===== src/rtl/siso_johnson8.sv =====
// rtl/siso_johnson8.sv - serial delay line stored in a circular bit array addressed by Johnson phase
module siso_johnson8 #(
  parameter int JW = 4
) (
  input  logic              CLK,
  input  logic              RESET,
  input  logic              EN,
  input  logic              D_IN,
  output logic              D_OUT,
  output logic [JW-1:0]     JOHNSON,
  output logic [2*JW-1:0]   PULSES,
  output logic              WRAP
);

  localparam int DEPTH = 2 * JW;

  logic [JW-1:0]    johnson_q, johnson_d;
  logic [DEPTH-1:0] mem_q, mem_d;
  logic             d_out_q, d_out_d;
  logic [DEPTH-1:0] pulses;
  logic             legal;

  // Legal Johnson code for phase k: k low ones while filling, then ones drain from the bottom.
  function automatic logic [JW-1:0] phase_pattern(input int k);
    logic [JW-1:0] p;
    p = '0;
    for (int b = 0; b < JW; b++) begin
      if (k <= JW) p[b] = (b < k);
      else         p[b] = (b >= k - JW);
    end
    return phase_pattern_ret(p);
  endfunction

  function automatic logic [JW-1:0] phase_pattern_ret(input logic [JW-1:0] p);
    return p;
  endfunction

  // One-hot phase decode; an illegal state matches no phase and yields all zeros.
  always_comb begin
    pulses = '0;
    for (int k = 0; k < DEPTH; k++) begin
      if (johnson_q == phase_pattern(k)) pulses[k] = 1'b1;
    end
    legal = |pulses;
  end

  // Next state: read the current cell before overwriting it, so latency is exactly DEPTH edges.
  always_comb begin
    johnson_d = legal ? {johnson_q[JW-2:0], ~johnson_q[JW-1]} : '0;
    d_out_d   = |(mem_q & pulses);
    mem_d     = (mem_q & ~pulses) | (pulses & {DEPTH{D_IN}});
  end

  // State registers; EN low freezes everything.
  always_ff @(posedge CLK or posedge RESET) begin
    if (RESET) begin
      johnson_q <= '0;
      mem_q     <= '0;
      d_out_q   <= 1'b0;
    end else if (EN) begin
      johnson_q <= johnson_d;
      mem_q     <= mem_d;
      d_out_q   <= d_out_d;
    end
  end

  assign D_OUT   = d_out_q;
  assign JOHNSON = johnson_q;
  assign PULSES  = pulses;
  assign WRAP    = pulses[DEPTH-1];

endmodule


===== config.mk =====
export PLATFORM = sky130hd
export DESIGN_NAME = siso_johnson8
export DESIGN_NICKNAME = d
export VERILOG_FILES = /design/src/rtl/siso_johnson8.sv
export SDC_FILE = /design/constraint.sdc
export NUM_CORES = 1
export LEC_CHECK = 0
export CORE_MARGIN = 2
export CORE_UTILIZATION = 43
export DETAILED_ROUTE_END_ITERATION = 8
export GPL_ROUTABILITY_DRIVEN = 0
export HOLD_SLACK_MARGIN = 0.08
export PLACE_DENSITY = 0.77
export SYNTH_ARGS = -nofsm -noshare
export SYNTH_HDL_FRONTEND = slang
export SYNTH_SLANG_ARGS = --single-unit

===== constraint.sdc =====
create_clock -name CLK -period 1.3 [get_ports CLK]
set_clock_uncertainty 0.15 [all_clocks]
set_input_delay 0.13 -clock CLK [delete_from_list [all_inputs] [get_ports CLK]]
set_output_delay 0.13 -clock CLK [all_outputs]
set_load 0.02 [all_outputs]

==> results.py <==
metrics = {
    "critical_path": {
        "regToRegStartpoint": "JOHNSON[3]$_DFFE_PP0P_",
        "critPathCaptureType": "flop",
        "critPathLaunch": "JOHNSON[3]$_DFFE_PP0P_",
        "timing_worst_setup_path_type": "flop to flop",
        "worst-path-max-fanout": 6,
        "crit_required_ns": 1.33,
        "cp_data_arrival_time_ns": 1.78,
        "timing.critical_path.from_type": "flop",
    },
    "logic_synthesis": {
        "ys_async_sr_fraction_pct": 100,
        "synth_edf_count": 0,
        "synthDistinctLibCells": 33,
        "syn-num-nets": 81,
        "netlist_area_pre_place_um2": 787,
        "synth-seq-area-share_pct": 41.3,
        "post_synth.cell_area_avg_um2": 10.2,
        "synth_seq_cells": 13,
        "synth_top_flop_cell": "dfrtp_1",
        "synth.yosys.warnings": 0,
        "synthCells": 77,
    },
    "finish": {
        "finalInstanceArea_mm2": 0.00155,
        "final_layout_size_suffix_gt1_share_pct": 75.0,
        "nNetsFinal": 137,
        "multi_input_area_um2": 591,
        "area_delta_synth_final_pct": 97.3,
        "filler_cell_count": 78,
        "insertedDiodeCount": 0,
        "regArea_um2": 330,
        "layout.core_utilization_pct": 89.9,
    },
    "run_status": {
        "failed_checks": "setup timing",
        "status": "finished with violations",
    },
    "timing": {
        "report.final.setup_viol": 25,
        "max_slew.worst_pin.slew_ns": 0.352,
        "slew_viol_final": 0,
        "final.setup.worst_slack_ns": -0.453,
        "final.min_clock_period_ns": 1.75,
        "setup-tns-final_ns": -6.61,
        "max_freq_ghz": 0.571,
        "timing.slew.headroom_pct": 76.5,
        "hold_viol_final": 0,
        "final_min_period_over_clock_period_pct": 135,
        "rsz0062_at_grt": "true",
    },
    "grt": {
        "groute.layer.met3.usage_pct": 10.4,
        "track_usage_pct": 29.7,
        "grt_first_pass_wirelength_mm": 4.35,
        "grt_start_max_net_pins": 14,
        "global_route_met2_utilization_pct": 51.2,
        "groute.layer.met1.usage_pct": 34.6,
        "vias_in_the_first_global_route": 877,
        "overall_overflow_remaining_after_global_route": 0,
        "antenna_violations_before_repair": 0,
        "globalRoute.busiestLayer": "met2",
    },
    "floorplan": {
        "io-pin-count": 18,
        "die_span_y_um": 46.8,
        "design.die.area_mm2": 0.00219,
        "fp-row-count": 15,
        "floorplan.initialDensity_pct": 45.6,
        "fp.dieW_um": 46.8,
        "placeableCoreArea_mm2": 0.00173,
    },
    "placed_design": {
        "dp_hpwl_mm": 1.48,
        "io_buffers": 17,
        "placed_area_mm2": 0.00115,
        "placement.setup.worst_slack_ns": -0.420,
    },
    "power": {
        "total_leakage_power_nw": 0.689,
        "total_power_mw": 3.82,
        "pwr_density_cell_mw_per_mm2": 2460,
        "ir_worst_vdd_v": 0.00160,
    },
    "worst_hold_path": {
        "worst_hold_startpoint": "D_OUT$_DFFE_PP0P_",
        "holdCritPathClass": "flop to flop",
    },
    "clocking": {
        "ctsRootBufferMaster": "clkbuf_4",
        "clock_sink_count": 13,
        "clock_tree_from_tritoncts": "done",
        "tritoncts.num_buffers": 3,
        "clock_latency_ns": 0.29,
        "cts.htree.levels": 1,
        "clk_pin_slew_worst_paths_ns": 0.09,
        "clockBufferDepth": 2,
    },
    "flow_run": {
        "max-cap-violations": 0,
    },
    "detailed_routing": {
        "drt-pass1-iter-count": 4,
        "detail_route.drc_violations": 0,
        "drt-vias-per-instance": 5.82,
        "wirelength_mm": 3.45,
        "detail_route.iter0.violations": 24,
        "vias": 914,
        "antenna_left": 0,
        "wl_per_cell_um": 22.0,
    },
}
## power breakdown
part / switching, mW / internal (mW) / leakage, nW / total (mW)
Clock: 0.156 / 0.114 / 0.0177 / 0.270
Sequential: 0.231 / 0.581 / 0.160 / 0.812
Combinational: 1.32 / 1.42 / 0.511 / 2.74
## cells in the mapped netlist, drive strengths merged (3+ instances only)
| cell | number | area, um2 |
|---|---|---|
| inv | 4 | 17.5 |
| buf | 7 | 58.8 |
| nand2 | 6 | 22.5 |
| nand3 | 5 | 30.0 |
| o21ai | 3 | 15.0 |
| nor3 | 5 | 46.3 |
| mux2 | 8 | 97.6 |
| nor2 | 7 | 28.8 |
| dfrtp | 13 | 325 |
## cell usage in the layout (no fill, tap or decap), types with 2 or more instances in the layout
cell type        instances
buf_6                   28
nor3_4                   4
dfrtp_2                  4
clkdlybuf4s50_1          3
nand3_1                  2
nor4_4                   2
nor2_4                   6
nand2_8                  2
a32oi_1                  2
a21oi_1                  2
buf_4                   24
dfrtp_1                  9
inv_1                    2
mux2_4                   8
clkbuf_4                 3
nand2_2                  2
o22ai_1                  2
o21ai_2                  2
nand3_2                  2
and2_4                   2
## stage by stage
stage / cells / hold WS, ns
2_1_floorplan: 77 / -0.143
3_3_place_gp: 129 / 0.288
3_5_place_dp: 129 / 0.291
4_1_cts: 151 / 0.359
5_1_grt: 157 / 0.395
6_report: 157 / 0.370
## worst max-delay path, stage by stage, from the launching register on
cell and delay (ns):
dfrtp_2 0.47, buf_4 0.16, buf_6 0.12, and2_4 0.16, a32oi_1 0.28, a21oi_1 0.13
o22a_1 0.17
## cells by family after synthesis
logic type / share of synthesized area (%)
compound gates: 12.4
buf+inv: 9.70
flops: 41.3
simple gates: 24.2
mux: 12.4
## worst paths after layout
kind	end	slack (ns)	cells past startpoint
worst max-delay path	D_OUT$_DFFE_PP0P_	-0.45	6
worst min-delay path	D_OUT$_DFFE_PP0P_	0.37	1
worst max register to register	D_OUT$_DFFE_PP0P_	-0.45	6
worst min register to register	D_OUT$_DFFE_PP0P_	0.37	1
max in group asynchronous	JOHNSON[3]$_DFFE_PP0P_	0.28	4
min in group asynchronous	asynchronous set/reset pin	0.54	4
## layer usage
metal | vias to the layer above | wire (um)
li1 | 390 | -
met1 | 449 | 1350
met2 | 59 | 1690
met3 | 16 | 258
met4 | 0 | 146
met5 | - | 0
## area by class of cell
type	instances	area share, %
tap	25	2.01
inverter	4	1.45
multi-input combinational	53	38.0
clock inverter	1	0.322
sequential	13	21.3
clock buffer	3	1.45
timing repair buffer	58	35.5
## what timing repair did
action	CTS	global route
cloned	0	1
resized for setup	102	28
hold buffers	1	0
pin swaps	8	9
endpoints found under the setup margin	26	27
endpoints found under the hold margin	13	0
setup buffers	17	9
Note: power is estimated with default switching activity, not from simulation.
==> patch: new RTL, same flow settings <==
Change the parameter `JW` from 4 to 5.
--- a/src/rtl/siso_johnson8.sv
+++ b/src/rtl/siso_johnson8.sv
@@ -1,6 +1,6 @@
 // rtl/siso_johnson8.sv - serial delay line stored in a circular bit array addressed by Johnson phase
 module siso_johnson8 #(
-  parameter int JW = 4
+  parameter int JW = 5
 ) (
   input  logic              CLK,
   input  logic              RESET,
Interface: changed (resized JOHNSON and PULSES); port bits go from 18 to 21. No check against the original RTL was run, so the function may have changed too.
==> patch against the original RTL <==
The flow still finishes with violations (setup timing). Setup slack worse by 0.077 ns. Critical path depth is 1 lower. Power is 2.4% lower. Area after synthesis is 25% higher. Clock power is 7% higher. Sequential cell count is 3 higher. Sequential power is 2.7% higher. Cell area is 15% higher. Routed wire length is 0.20% lower. Sequential share of layout area is 1.5 points higher. Maximum frequency is 4.2% lower.
==> patch: results (changes against the original RTL) <==
metric	value	unit	change
met3_length	130	µm	was 258 µm
place_area	1415	µm²	was 1155 µm²
drt_iter0_drc	11		was 24
ir_drop	0.001529	V	was 0.001598 V
p_int	0.002134	W	was 0.002113 W
grt_pass1_wl	4919	µm	was 4353 µm
pre_cts_slack	-0.6269	ns	was -0.4200 ns
muxShareOfSynthArea	17.07	%	was 12.40%
met2_length	1809	µm	was 1689 µm
drive_above_1_share	66.46	%	was 75.00%
setup_viol	32		was 25
post_cts.repair.setup_buffers	6		was 17
cp_data_arrival_time	1.87	ns	was 1.78 ns
viasPerCell	5.543		was 5.822
io_buffers	20		was 17
ys_top_cells_by_area	dfrtp_1 (41%), mux2_1 (9.2%), mux2i_1 (4.1%)		was dfrtp_1 (41%), mux2_1 (8.6%), buf_6 (4.3%)
netlist_instances	103		was 77
crit_fanout	7		was 6
pwr-share-clk	7.8	%	was 7.1%
place_hpwl	1890	µm	was 1476 µm
synth.net_count	107		was 81
ys_top_cells_by_count	dfrtp_1 (16), nor2_1 (9), mux2_1 (8), nand2_1 (8), a21oi_1 (6)		was dfrtp_1 (13), mux2_1 (6), nand2_1 (6), nor2_1 (6), nand3_1 (4)
antenna_found_initial	0		unchanged
yosysUniqueCellTypes	36		was 33
grt_pass1_vias	1005		was 877
relSlewSlack	75.04	%	was 76.46%
htreeDepth	1		unchanged
ys_seq_area_share	40.76	%	was 41.34%
cellPowerDensity	2089	nW/µm²	was 2461 nW/µm²
use_met1	34.49	%	was 34.62%
met2_usage	41.03	%	was 51.23%
post_cts_resized	106		was 102
grt_max_degree	17		was 14
synth_compound_area_share	11.21	%	was 12.40%
grtUsageTotal	24.97	%	was 29.74%
instances_no_fill	186		was 157
violations	setup timing		unchanged
wirelength	3440	µm	was 3447 µm
dp.cells	164		was 129
wirelength_met1	1453	µm	was 1352 µm
cts_root_buffer	clkbuf_4		unchanged
worst_slack	-0.5298	ns	was -0.4527 ns
pg_seq	0.000834	W	was 0.000812 W
met3_usage	3.448	%	was 10.38%
p_leak	0.8174	nW	was 0.6888 nW
status	complete, but fails checks		unchanged
fin_tns_setup	-10.96	ns	was -6.606 ns
[patch: cell count changes after synthesis, sizes merged, moves of 3 or more]
cell | before | now
a21oi | 2 | 6
mux2i | 0 | 4
mux2 | 8 | 11
dfrtp | 13 | 16
and3 | 0 | 4
[patch: critical path: stages, from the launching register on]
cell	delay, ns
dfrtp_2	0.47
or3_4	0.43
nor3_4	0.16
buf_4	0.16
nand2_4	0.05
mux2_4	0.29
[patch: area by class of cell]
class                      count  area [µm²]
multi-input combinational     73       716.9
timing repair buffer          60       581.8
sequential                    16       406.6
fill                         128       405.4
tap                           28       35.03
clock buffer                   4       26.28
inverter                       5       18.77
[patch: final timing paths]
kind,from,endpoint,slack (ns),depth (start not counted)
min,flip-flop,flip-flop,0.35,1
max,JOHNSON[3],flip-flop,-0.53,5
min reg2reg,flip-flop,flip-flop,0.35,1
max in group asynchronous,RESET,JOHNSON[0],0.26,4
max reg2reg,JOHNSON[3],flip-flop,-0.53,5
min in group asynchronous,RESET,async pin,0.53,4
